**config.mk**
```make
export PLATFORM = sky130hd
export DESIGN_NAME = alarm_clock_flat
export DESIGN_NICKNAME = d
export VERILOG_FILES = /design/src/rtl/clock_pkg.sv /design/src/rtl/alarm_clock_if.sv /design/src/rtl/mod_counter.sv /design/src/rtl/alarm_clock.sv /design/src/flat_wrapper.sv
export SDC_FILE = /design/constraint.sdc
export NUM_CORES = 1
export LEC_CHECK = 0
export BUFFER_PORTS_ARGS = -buffer_cell sky130_fd_sc_hd__buf_2
export CORE_ASPECT_RATIO = 0.6
export CORE_MARGIN = 3
export CORE_UTILIZATION = 35
export DETAILED_ROUTE_END_ITERATION = 16
export SYNTH_ARGS = -nofsm -noshare
export SYNTH_HDL_FRONTEND = slang
export SYNTH_SLANG_ARGS = --single-unit
export TNS_END_PERCENT = 100
```
**constraint.sdc**
```tcl
create_clock -name clk -period 11.82 [get_ports clk]
set_input_delay 2.364 -clock clk [delete_from_list [all_inputs] [get_ports clk]]
set_output_delay 2.364 -clock clk [all_outputs]
set_load 0.1 [all_outputs]
```
**src/rtl/clock_pkg.sv**
```systemverilog
// Shared constants, select codes, alarm state type and display helper
// for the alarm clock slice.
package clock_pkg;
  localparam int SEC_W    = 6;
  localparam int MIN_W    = 6;
  localparam int HOUR_W   = 5;
  localparam int MIN_MOD  = 60;
  localparam int HOUR_MOD = 24;

  localparam logic [2:0] SEL_RUN      = 3'd0;
  localparam logic [2:0] SEL_SEC      = 3'd1;
  localparam logic [2:0] SEL_MIN      = 3'd2;
  localparam logic [2:0] SEL_HOUR     = 3'd3;
  localparam logic [2:0] SEL_ALM_MIN  = 3'd4;
  localparam logic [2:0] SEL_ALM_HOUR = 3'd5;

  typedef enum logic [1:0] {IDLE, RINGING, SNOOZED} alarm_state_t;

  // 24h hour to 12h dial value: 0 and 12 both show as 12.
  function automatic logic [HOUR_W-1:0] to_12h(input logic [HOUR_W-1:0] hour);
    logic [HOUR_W-1:0] h;
    h = (hour >= 5'd12) ? hour - 5'd12 : hour;
    return (h == '0) ? 5'd12 : h;
  endfunction
endpackage

```
**src/rtl/alarm_clock_if.sv**
```systemverilog
// Control and display bundle between the alarm clock and its user
// (buttons/selector on one side, display/buzzer drivers on the other).
interface alarm_clock_if;
  import clock_pkg::*;

  logic [2:0]        select;
  logic              increment;
  logic              decrement;
  logic              mode_12h;
  logic              alarm_en;
  logic              snooze;
  logic [SEC_W-1:0]  sec_out;
  logic [MIN_W-1:0]  min_out;
  logic [HOUR_W-1:0] hour_out;
  logic [HOUR_W-1:0] disp_hour;
  logic              pm;
  logic [MIN_W-1:0]  alarm_min_out;
  logic [HOUR_W-1:0] alarm_hour_out;
  logic              ringing;
  logic              tick;

  modport master (
    output select, increment, decrement, mode_12h, alarm_en, snooze,
    input  sec_out, min_out, hour_out, disp_hour, pm,
           alarm_min_out, alarm_hour_out, ringing, tick
  );

  modport slave (
    input  select, increment, decrement, mode_12h, alarm_en, snooze,
    output sec_out, min_out, hour_out, disp_hour, pm,
           alarm_min_out, alarm_hour_out, ringing, tick
  );
endinterface

```
**src/rtl/mod_counter.sv**
```systemverilog
// Wrap-around up/down counter; next_value and carry are combinational so
// a chain of counters can all advance on the same edge.
module mod_counter #(
  parameter int MODULUS = 60,
  parameter int WIDTH   = 6
) (
  input  logic             clk,
  input  logic             reset,
  input  logic             inc,
  input  logic             dec,
  input  logic             load,
  input  logic [WIDTH-1:0] load_value,
  output logic [WIDTH-1:0] value,
  output logic [WIDTH-1:0] next_value,
  output logic             carry
);
  always_comb begin
    next_value = value;
    carry      = 1'b0;
    if (load) begin
      next_value = load_value;
    end else if (inc && !dec) begin
      if (value == WIDTH'(MODULUS - 1)) begin
        next_value = '0;
        carry      = 1'b1;
      end else begin
        next_value = value + WIDTH'(1);
      end
    end else if (dec && !inc) begin
      next_value = (value == '0) ? WIDTH'(MODULUS - 1) : value - WIDTH'(1);
    end
  end

  always_ff @(posedge clk) begin
    if (!reset) value <= '0;
    else        value <= next_value;
  end
endmodule

```
**src/rtl/alarm_clock.sv**
```systemverilog
// Time-of-day clock with button setting, 12/24h display, and an alarm
// with ring timeout and snooze.
module alarm_clock
  import clock_pkg::*;
#(
  parameter int TICKS_PER_SEC = 100_000_000,
  parameter int SNOOZE_MIN    = 5,
  parameter int RING_SEC      = 60
) (
  input logic          clk,
  input logic          reset,
  alarm_clock_if.slave bus
);
  localparam int PRE_W = (TICKS_PER_SEC > 1) ? $clog2(TICKS_PER_SEC) : 1;

  logic [PRE_W-1:0]  prescale_reg;
  logic              tick_reg, inc_prev_reg, dec_prev_reg, snz_prev_reg;
  logic              set_mode, run_tick, inc_step, dec_step, snz_edge;
  logic              sel_sec, sel_min, sel_hour, sel_amin, sel_ahour;
  logic              alarm_edit, trigger;
  logic [SEC_W-1:0]  sec_val, sec_next;
  logic [MIN_W-1:0]  min_val, min_next, amin_val, amin_next;
  logic [HOUR_W-1:0] hour_val, hour_next, ahour_val, ahour_next;
  logic              sec_carry, min_carry, hour_carry, amin_carry, ahour_carry;
  logic [HOUR_W-1:0] disp_reg;
  logic              pm_reg, ringing_reg;
  alarm_state_t      state_reg;
  logic [7:0]        ring_cnt_reg;
  logic [MIN_W-1:0]  snz_min_reg, snz_min_calc;
  logic [HOUR_W-1:0] snz_hour_reg, snz_hour_calc;
  logic [6:0]        snz_sum;
  logic              unused_bits;

  assign set_mode = (bus.select != SEL_RUN) && (bus.select <= SEL_HOUR);
  assign run_tick = !set_mode && (prescale_reg == PRE_W'(TICKS_PER_SEC - 1));

  // Simultaneous inc and dec edges cancel out.
  assign inc_step = bus.increment && !inc_prev_reg && !(bus.decrement && !dec_prev_reg);
  assign dec_step = bus.decrement && !dec_prev_reg && !(bus.increment && !inc_prev_reg);
  assign snz_edge = bus.snooze && !snz_prev_reg;

  assign sel_sec    = (bus.select == SEL_SEC);
  assign sel_min    = (bus.select == SEL_MIN);
  assign sel_hour   = (bus.select == SEL_HOUR);
  assign sel_amin   = (bus.select == SEL_ALM_MIN);
  assign sel_ahour  = (bus.select == SEL_ALM_HOUR);
  assign alarm_edit = (sel_amin || sel_ahour) && (inc_step || dec_step);

  always_ff @(posedge clk) begin
    if (!reset) begin
      prescale_reg <= '0;
      tick_reg     <= 1'b0;
      inc_prev_reg <= 1'b0;
      dec_prev_reg <= 1'b0;
      snz_prev_reg <= 1'b0;
    end else begin
      prescale_reg <= (set_mode || run_tick) ? '0 : prescale_reg + PRE_W'(1);
      tick_reg     <= run_tick;
      inc_prev_reg <= bus.increment;
      dec_prev_reg <= bus.decrement;
      snz_prev_reg <= bus.snooze;
    end
  end

  mod_counter #(.MODULUS(MIN_MOD), .WIDTH(SEC_W)) u_sec (
    .clk(clk), .reset(reset),
    .inc(run_tick || (sel_sec && inc_step)), .dec(sel_sec && dec_step),
    .load(1'b0), .load_value('0),
    .value(sec_val), .next_value(sec_next), .carry(sec_carry));

  mod_counter #(.MODULUS(MIN_MOD), .WIDTH(MIN_W)) u_min (
    .clk(clk), .reset(reset),
    .inc((run_tick && sec_carry) || (sel_min && inc_step)), .dec(sel_min && dec_step),
    .load(1'b0), .load_value('0),
    .value(min_val), .next_value(min_next), .carry(min_carry));

  mod_counter #(.MODULUS(HOUR_MOD), .WIDTH(HOUR_W)) u_hour (
    .clk(clk), .reset(reset),
    .inc((run_tick && min_carry) || (sel_hour && inc_step)), .dec(sel_hour && dec_step),
    .load(1'b0), .load_value('0),
    .value(hour_val), .next_value(hour_next), .carry(hour_carry));

  mod_counter #(.MODULUS(MIN_MOD), .WIDTH(MIN_W)) u_alarm_min (
    .clk(clk), .reset(reset),
    .inc(sel_amin && inc_step), .dec(sel_amin && dec_step),
    .load(1'b0), .load_value('0),
    .value(amin_val), .next_value(amin_next), .carry(amin_carry));

  mod_counter #(.MODULUS(HOUR_MOD), .WIDTH(HOUR_W)) u_alarm_hour (
    .clk(clk), .reset(reset),
    .inc(sel_ahour && inc_step), .dec(sel_ahour && dec_step),
    .load(1'b0), .load_value('0),
    .value(ahour_val), .next_value(ahour_next), .carry(ahour_carry));

  assign unused_bits = ^{hour_carry, amin_carry, ahour_carry, amin_next, ahour_next};

  // Only a running tick that rolls the seconds over can hit hh:mm:00.
  assign trigger = run_tick && sec_carry && bus.alarm_en &&
                   (((min_next == amin_val) && (hour_next == ahour_val)) ||
                    ((state_reg == SNOOZED) && (min_next == snz_min_reg) &&
                     (hour_next == snz_hour_reg)));

  always_comb begin
    snz_sum       = {1'b0, min_val} + 7'(SNOOZE_MIN);
    snz_min_calc  = snz_sum[MIN_W-1:0];
    snz_hour_calc = hour_val;
    if (snz_sum >= 7'(MIN_MOD)) begin
      snz_min_calc  = MIN_W'(snz_sum - 7'(MIN_MOD));
      snz_hour_calc = (hour_val == HOUR_W'(HOUR_MOD - 1)) ? '0 : hour_val + HOUR_W'(1);
    end
  end

  always_ff @(posedge clk) begin
    if (!reset) begin
      state_reg    <= IDLE;
      ringing_reg  <= 1'b0;
      ring_cnt_reg <= '0;
      snz_min_reg  <= '0;
      snz_hour_reg <= '0;
    end else begin
      case (state_reg)
        IDLE: if (trigger) begin
          state_reg    <= RINGING;
          ringing_reg  <= 1'b1;
          ring_cnt_reg <= '0;
        end
        RINGING: begin
          if (!bus.alarm_en) begin
            state_reg   <= IDLE;
            ringing_reg <= 1'b0;
          end else if (trigger) begin
            ring_cnt_reg <= '0;
          end else if (snz_edge) begin
            state_reg    <= SNOOZED;
            ringing_reg  <= 1'b0;
            snz_min_reg  <= snz_min_calc;
            snz_hour_reg <= snz_hour_calc;
          end else if (run_tick) begin
            if (ring_cnt_reg == 8'(RING_SEC - 1)) begin
              state_reg   <= IDLE;
              ringing_reg <= 1'b0;
            end else begin
              ring_cnt_reg <= ring_cnt_reg + 8'd1;
            end
          end
        end
        SNOOZED: begin
          if (!bus.alarm_en || alarm_edit) begin
            state_reg <= IDLE;
          end else if (trigger) begin
            state_reg    <= RINGING;
            ringing_reg  <= 1'b1;
            ring_cnt_reg <= '0;
          end
        end
        default: begin
          state_reg   <= IDLE;
          ringing_reg <= 1'b0;
        end
      endcase
    end
  end

  // Display is encoded from the upcoming hour so it tracks hour_out exactly.
  always_ff @(posedge clk) begin
    if (!reset) begin
      disp_reg <= '0;
      pm_reg   <= 1'b0;
    end else begin
      disp_reg <= bus.mode_12h ? to_12h(hour_next) : hour_next;
      pm_reg   <= bus.mode_12h && (hour_next >= 5'd12);
    end
  end

  assign bus.sec_out        = sec_val;
  assign bus.min_out        = min_val;
  assign bus.hour_out       = hour_val;
  assign bus.disp_hour      = disp_reg;
  assign bus.pm             = pm_reg;
  assign bus.alarm_min_out  = amin_val;
  assign bus.alarm_hour_out = ahour_val;
  assign bus.ringing        = ringing_reg;
  assign bus.tick           = tick_reg;
endmodule

```
**src/flat_wrapper.sv**
```systemverilog
// flat-port wrapper written by rule: the top's interface ports become plain ports
module alarm_clock_flat import clock_pkg::*;
#(
  parameter int TICKS_PER_SEC = 100_000_000,
  parameter int SNOOZE_MIN    = 5,
  parameter int RING_SEC      = 60
)
  (clk, reset, bus_select, bus_increment, bus_decrement, bus_mode_12h, bus_alarm_en, bus_snooze, bus_sec_out, bus_min_out, bus_hour_out, bus_disp_hour, bus_pm, bus_alarm_min_out, bus_alarm_hour_out, bus_ringing, bus_tick);
  alarm_clock_if bus_i ();
  input logic clk;
  input logic reset;
  input wire logic [$bits(bus_i.select)-1:0] bus_select;
  input wire logic [$bits(bus_i.increment)-1:0] bus_increment;
  input wire logic [$bits(bus_i.decrement)-1:0] bus_decrement;
  input wire logic [$bits(bus_i.mode_12h)-1:0] bus_mode_12h;
  input wire logic [$bits(bus_i.alarm_en)-1:0] bus_alarm_en;
  input wire logic [$bits(bus_i.snooze)-1:0] bus_snooze;
  output wire logic [$bits(bus_i.sec_out)-1:0] bus_sec_out;
  output wire logic [$bits(bus_i.min_out)-1:0] bus_min_out;
  output wire logic [$bits(bus_i.hour_out)-1:0] bus_hour_out;
  output wire logic [$bits(bus_i.disp_hour)-1:0] bus_disp_hour;
  output wire logic [$bits(bus_i.pm)-1:0] bus_pm;
  output wire logic [$bits(bus_i.alarm_min_out)-1:0] bus_alarm_min_out;
  output wire logic [$bits(bus_i.alarm_hour_out)-1:0] bus_alarm_hour_out;
  output wire logic [$bits(bus_i.ringing)-1:0] bus_ringing;
  output wire logic [$bits(bus_i.tick)-1:0] bus_tick;
  assign bus_i.select = bus_select;
  assign bus_i.increment = bus_increment;
  assign bus_i.decrement = bus_decrement;
  assign bus_i.mode_12h = bus_mode_12h;
  assign bus_i.alarm_en = bus_alarm_en;
  assign bus_i.snooze = bus_snooze;
  assign bus_sec_out = bus_i.sec_out;
  assign bus_min_out = bus_i.min_out;
  assign bus_hour_out = bus_i.hour_out;
  assign bus_disp_hour = bus_i.disp_hour;
  assign bus_pm = bus_i.pm;
  assign bus_alarm_min_out = bus_i.alarm_min_out;
  assign bus_alarm_hour_out = bus_i.alarm_hour_out;
  assign bus_ringing = bus_i.ringing;
  assign bus_tick = bus_i.tick;
  alarm_clock #(.TICKS_PER_SEC(TICKS_PER_SEC), .SNOOZE_MIN(SNOOZE_MIN), .RING_SEC(RING_SEC)) u_core (.clk(clk), .reset(reset), .bus(bus_i));
endmodule
```
==> reports/results.ini, run 1 <==
[timing]
fin_crit_sh = 0.607
drv_slew = 0
setup-tns-final_ns = 0
slew-limit-headroom = 0.230
period_minus_slack_ns = 7.17
setup-violations-final = 0
timing.fmax_ghz = 0.139
fin_skew_ns = 0.00974
worstMarginPinSlew_ns = 1.16
grt_setup_unrepaired = no
fin_ws_ns = 4.65
finalHoldViolations = 0

[layout]
layout_common_cells = dfxtp_1 (87), nor2_1 (84), nand2_1 (75), a21oi_1 (67), o21ai_0 (51)
regArea_um2 = 1740
largest_reg_flops = 27
multi_input_comb_area_um2 = 4020
nNetsFinal = 851
final_layout_size_suffix_gt1_frac = 0.106
final_common_cell = dfxtp_1
diodes = 0
area_growth_pct = 10.4
num-fill-cells = 1730

[clocking]
h-tree-depth = 3
post_cts_resized = 0
tritoncts = done
clock_sinks = 87
cts.clk_slew.worst_paths_ns = 0.06
cts_setup_buffers = 0
cts_buffers = 9
cts_buffer_depth = 2
root_buffer = clkbuf_16
insertion_delay_ns = 0.35
hold_buffers = 0

[detailed_routing]
postRouteAntennaNets = 0
wl_per_cell_um = 16.0
vias_per_cell = 5.61
drc = 0
drt-initial-drc-count = 627
dr_total_vias = 5901
wirelength_um = 16900
dr.pass1.iters = 5

[setup_path]
r2r_cells = 18
r2r_slack_ns = 6.33
worstSetupEndpointType = register
reg2reg_to = u_core.snz_hour_reg[2]$_SDFFE_PN0P_
crit_arrival_ns = 7.39
rr_startpoint = u_core.prescale_reg[0]$_SDFF_PP0_
crit_fanout = 22
startpoint_type = primary input
critPathKind = in2reg
crit_required_ns = 12.04

[synth]
yosysTopAreaCell = dfxtp_1
syn-num-nets = 840
async_flop_share = 0
yosysSeqAreaShare = 0.286
synth_top_area_share = 0.286
avgSynthCellArea_um2 = 7.55
synth_seq_cells = 87
synth_edf_count = 0
synthesis.area_um2 = 6100
ys.flop_type = dfxtp_1
yosys_warnings = 0
yosys-top-cells-area = dfxtp_1 (29%), a21oi_1 (5.5%), nor2_1 (5.2%)
syn-instance-count = 808
synth_cell_types = 77

[job]
drv_cap = 0

[grt]
grt_usage = 0.174
grt_util_met2 = 0.214
met3_usage = 0.0470
grt_pass1_wl_um = 27000
grt_max_degree = 38
grt_pass1_vias = 4957
grtUsageMet1 = 0.287
grt_antenna_before_repair = 0
top_usage_layer = met1
grt-ovfl-total = 0

[floorplanning]
die_area_um2 = 19100
core_um2 = 16700
die-height_um = 108
initial_core_util = 0.366
io_pins = 46
rows = 36
die_w_um = 176

[power_and_ir_drop]
cellLeakagePower_nw = 2.59
peakVddDrop_mv = 0.0576
powerDensity_nw_per_um2 = 113

[status]
status = finished clean

[worst_hold_path]
holdPathStages = 1
hold_class = reg2reg
worstHoldStart = u_core.prescale_reg[0]$_SDFF_PP0_
hold_end = u_core.prescale_reg[0]$_SDFF_PP0_

[placed_design]
dp_slack_ns = 4.40
numPortBuffers = 45
hpwl_um = 12500
gp_congestion = 0.908

## report_power, final
part / switching [W] / total, W / internal, W / leakage, nW
logic: 0.0000959 / 0.000135 / 0.0000387 / 1.74
clock network: 0.000124 / 0.000310 / 0.000187 / 0.150
registers: 0.0000130 / 0.000313 / 0.000300 / 0.704
## layer usage
layer | vias up | part of all wire
li1 | 2947 | -
met4 | 0 | 0.0097
met5 | - | 0
met2 | 246 | 0.35
met3 | 15 | 0.097
met1 | 2693 | 0.54
## worst max path at each step
stage / startpoint / end / slack [ns] / depth (start not counted)
floorplan: bus_decrement / u_core.bus.disp_hour[2]$_SDFF_PN0_ / 5.80 / 20
global placement: bus_decrement / u_core.ring_cnt_reg[2]$_SDFFE_PN0P_ / 4.57 / 18
detailed placement: bus_decrement / u_core.snz_min_reg[1]$_SDFFE_PN0P_ / 4.40 / 19
CTS: bus_decrement / u_core.snz_hour_reg[2]$_SDFFE_PN0P_ / 4.73 / 19
global route: bus_decrement / u_core.snz_hour_reg[2]$_SDFFE_PN0P_ / 4.17 / 19
finish: bus_decrement / u_core.snz_hour_reg[2]$_SDFFE_PN0P_ / 4.65 / 19
## metrics by stage
step	instance area, µm²	cells	hold slack (ns)	total power (W)	utilization
after floorplan	6100	808	0.426	0.000423	-
after global placement	6410	1036	0.440	0.000452	0.385
after detailed placement	6410	1036	0.449	0.000451	0.385
after CTS	6730	1052	0.465	0.000766	0.404
after global routing	6730	1052	0.496	0.000789	0.404
final	6730	1052	0.456	0.000758	0.404
## cell type report
class,count,share of cell area
repair buffers,48,0.0368
clock inverters,6,0.0138
well taps,228,0.0424
inverters,30,0.0167
multi-input cells,643,0.598
flip-flops and latches,87,0.259
clock buffers,10,0.0340
## synth_stat cells, types with 18 or more instances
master    number
a21oi_1       67
and3_1        20
ha_1          22
xnor2_1       18
nor2_1        84
nand2_1       75
xor2_1        28
dfxtp_1       87
inv_1         30
o21ai_0       51
clkbuf_1      30
nand3_1       43
nor3_1        26
## worst max-delay path: stages
cell	delay, ns
buf_2	0.10
nor2b_1	0.14
inv_1	0.06
ha_1	0.31
inv_1	0.16
or3_1	0.33
a21oi_1	0.13
a21o_1	0.11
ha_1	0.42
nand4b_1	0.22
o21ai_0	0.34
and4_4	0.33
nor2_4	0.08
a31oi_1	0.55
and3_1	0.25
nor3_1	0.06
a32oi_2	0.88
nand2_2	0.35
mux2i_1	0.20
## logic make-up (layout without fill, tap and decap cells)
family,after synthesis,count (layout),synth area share
adders and majority gates,23,23,0.0468
muxes,17,17,0.0287
buffers and inverters,78,94,0.0548
DFF,87,87,0.286
and+or+nand+nor,353,353,0.307
AOI/OAI and AO/OA,204,204,0.211
xor gates and xnor gates,46,46,0.0661
Note: power is estimated with default switching activity, not from simulation.
==> run 2: changes to the inputs <==
Clock period 11.82 ns to 7.4 ns, I/O delays scaled along.
==> run 2 against run 1 <==
Clock skew decreased by 0.0019 ns. Die area unchanged. Core utilization decreased by 0.41 points. Global-route usage increased by 0.18 points. Register-to-register slack got worse by 4.3 ns. Power increased by 48%. Combinational power increased by 59%. Sequential power increased by 60%. Setup slack got worse by 3.4 ns. Clock-buffer cell count unchanged. Non-clock buffer count unchanged. Critical endpoint is now u_core.snz_min_reg[1]$_SDFFE_PN0P_. Largest power group unchanged. Highest routed layer unchanged.
==> reports/results.ini, run 2 (same netlist as run 1, synthesis figures left out) <==
[clocking]
hold_buffers = 0  ; unchanged
post_cts_resized = 0  ; unchanged
h-tree-depth = 3  ; unchanged
clock_sinks = 87  ; unchanged
insertion_delay_ns = 0.34  ; about the same
cts_buffers = 9  ; unchanged
tritoncts = done
cts.clk_slew.worst_paths_ns = 0.06  ; about the same
cts_setup_buffers = 0  ; unchanged
root_buffer = clkbuf_16
cts_buffer_depth = 2  ; unchanged

[layout]
num-fill-cells = 1763  ; +1.9%
final_layout_size_suffix_gt1_frac = 0.103  ; -0.00218
area_growth_pct = 9.27
nNetsFinal = 851  ; unchanged
layout_common_cells = dfxtp_1 (87), nor2_1 (84), nand2_1 (75), a21oi_1 (67), o21ai_0 (51)
final_common_cell = dfxtp_1
largest_reg_flops = 27  ; unchanged
diodes = 0  ; unchanged

[timing]
worstMarginPinSlew_ns = 1.13  ; -0.0220 ns
timing.fmax_ghz = 0.162
slew-limit-headroom = 0.244  ; +0.0147
fin_skew_ns = 0.00787  ; -0.00187 ns
grt_setup_unrepaired = no
fin_crit_sh = 0.836
finalHoldViolations = 0  ; unchanged
drv_slew = 0  ; unchanged
fin_ws_ns = 1.21  ; -3.44 ns
setup-violations-final = 0  ; unchanged
period_minus_slack_ns = 6.19
setup-tns-final_ns = 0  ; unchanged

[power_and_ir_drop]
seq_power_share = 0.446  ; +0.033
cellLeakagePower_nw = 2.56  ; -1.1%
intPower_w = 0.000763  ; +45%
powerDensity_nw_per_um2 = 168  ; +49%
clockPowerShare = 0.362  ; -0.048
switching_share = 0.319  ; +0.0118
pwr-share-comb = 0.192  ; +0.014
peakVddDrop_mv = 0.0895  ; +55%
p_sw_w = 0.000357  ; +54%

[floorplanning]
io_pins = 46  ; unchanged
initial_core_util = 0.366  ; unchanged
die_w_um = 176  ; unchanged
rows = 36  ; unchanged
core_um2 = 16700  ; unchanged
die_area_um2 = 19100  ; unchanged
die-height_um = 108  ; unchanged

[grt]
grt_antenna_before_repair = 0  ; unchanged
grtUsageMet1 = 0.297  ; +0.00982
grt_pass1_vias = 4926  ; -0.63%
grt_pass1_wl_um = 27100  ; +0.59%
grt-ovfl-total = 0  ; unchanged
top_usage_layer = met1
grt_usage = 0.176  ; +0.00181
grt_util_met2 = 0.212  ; -0.00220
met3_usage = 0.0418  ; -0.00526
grt_max_degree = 38  ; unchanged

[placed_design]
gp_congestion = 0.908  ; about the same
hpwl_um = 12600  ; +0.91%
numPortBuffers = 45  ; unchanged
dp_slack_ns = 0.945  ; -3.45 ns

[detailed_routing]
dr.pass1.iters = 5  ; unchanged
wl_per_cell_um = 16.1  ; +0.73%
drc = 0  ; unchanged
postRouteAntennaNets = 0  ; unchanged
dr_total_vias = 5922  ; +0.36%
drt-initial-drc-count = 532  ; -15%
wirelength_um = 16900  ; +0.53%
vias_per_cell = 5.64  ; +0.55%

[setup_path]
crit_fanout = 22  ; unchanged
critPathSlowestCell = a32oi_2
worstPathCellList = buf_2 -> nor2b_1 -> inv_1 -> ha_1 -> inv_1 -> or3_1 -> a21oi_1 -> a21o_1 -> ha_1 -> nand4b_1 -> o21ai_0 -> and4_4 -> nor3_1 -> o21ai_0 -> and3_1 -> nor3_1 -> a32oi_2 -> nand2_2 -> mux2i_1
startpoint_type = primary input
cp_top_family = compound AO/OA/AOI/OAI gates
max_stage_delay_ns = 0.86  ; -0.02 ns
path_buf_inv = 3  ; unchanged
crit_arrival_ns = 6.40  ; -0.99 ns
critPathKind = in2reg
crit_required_ns = 7.61  ; -4.43 ns
worstSetupEndpointType = register

[worst_hold_path]
hold_class = reg2reg

[status]
status = finished clean

[job]
drv_cap = 0  ; unchanged

run 2: changes by cell type in the layout (fill, tap and decap cells not counted), sizes merged:
cell and delta:
clkinv +2, bufinv -2, inv -2
run 2: power by group through the flow:
stage               Combinational (W)  Sequential [W]  Clock (W)
floorplan                    0.000116        0.000560          0
global placement             0.000213        0.000510          0
detailed placement           0.000211        0.000509          0
CTS                          0.000213        0.000499   0.000419
global route                 0.000234        0.000502   0.000435
finish                       0.000215        0.000500   0.000405
run 2: per-layer routing:
layer | vias up | wire (µm)
met2 | 254 | 6060
li1 | 2950 | -
met4 | 0 | 189
met1 | 2699 | 8990
met5 | - | 0
met3 | 19 | 1710
run 2: cell type report:
type / count / area, µm² / share of cell area
Multi-Input combinational cell: 643 / 4020 / 0.604
Inverter: 30 / 113 / 0.0169
Sequential cell: 87 / 1740 / 0.261
Tap cell: 228 / 285 / 0.0428
Clock buffer: 10 / 229 / 0.0344
Clock inverter: 4 / 25.0 / 0.00375
Timing Repair Buffer: 48 / 248 / 0.0372
run 2: worst paths after layout:
kind              slack, ns                               from  cells after the start                            endpoint
setup reg to reg       2.03  u_core.prescale_reg[0]$_SDFF_PP0_                     18  u_core.snz_min_reg[1]$_SDFFE_PN0P_
setup / recovery       1.21                      bus_decrement                     19  u_core.snz_min_reg[1]$_SDFFE_PN0P_
hold / removal         0.46  u_core.prescale_reg[0]$_SDFF_PP0_                      1   u_core.prescale_reg[0]$_SDFF_PP0_
hold reg to reg        0.46  u_core.prescale_reg[0]$_SDFF_PP0_                      1   u_core.prescale_reg[0]$_SDFF_PP0_
run 2: per-stage QoR:
stage | hold WS [ns] | area, µm² | power (W) | utilization | cells
after global placement | 0.440 | 6410 | 0.000723 | 0.385 | 1036
after global routing | 0.508 | 6670 | 0.00117 | 0.400 | 1050
after detailed placement | 0.456 | 6410 | 0.000721 | 0.385 | 1036
after CTS | 0.471 | 6670 | 0.00113 | 0.400 | 1050
final | 0.464 | 6670 | 0.00112 | 0.400 | 1050
after floorplan | 0.426 | 6100 | 0.000676 | - | 808
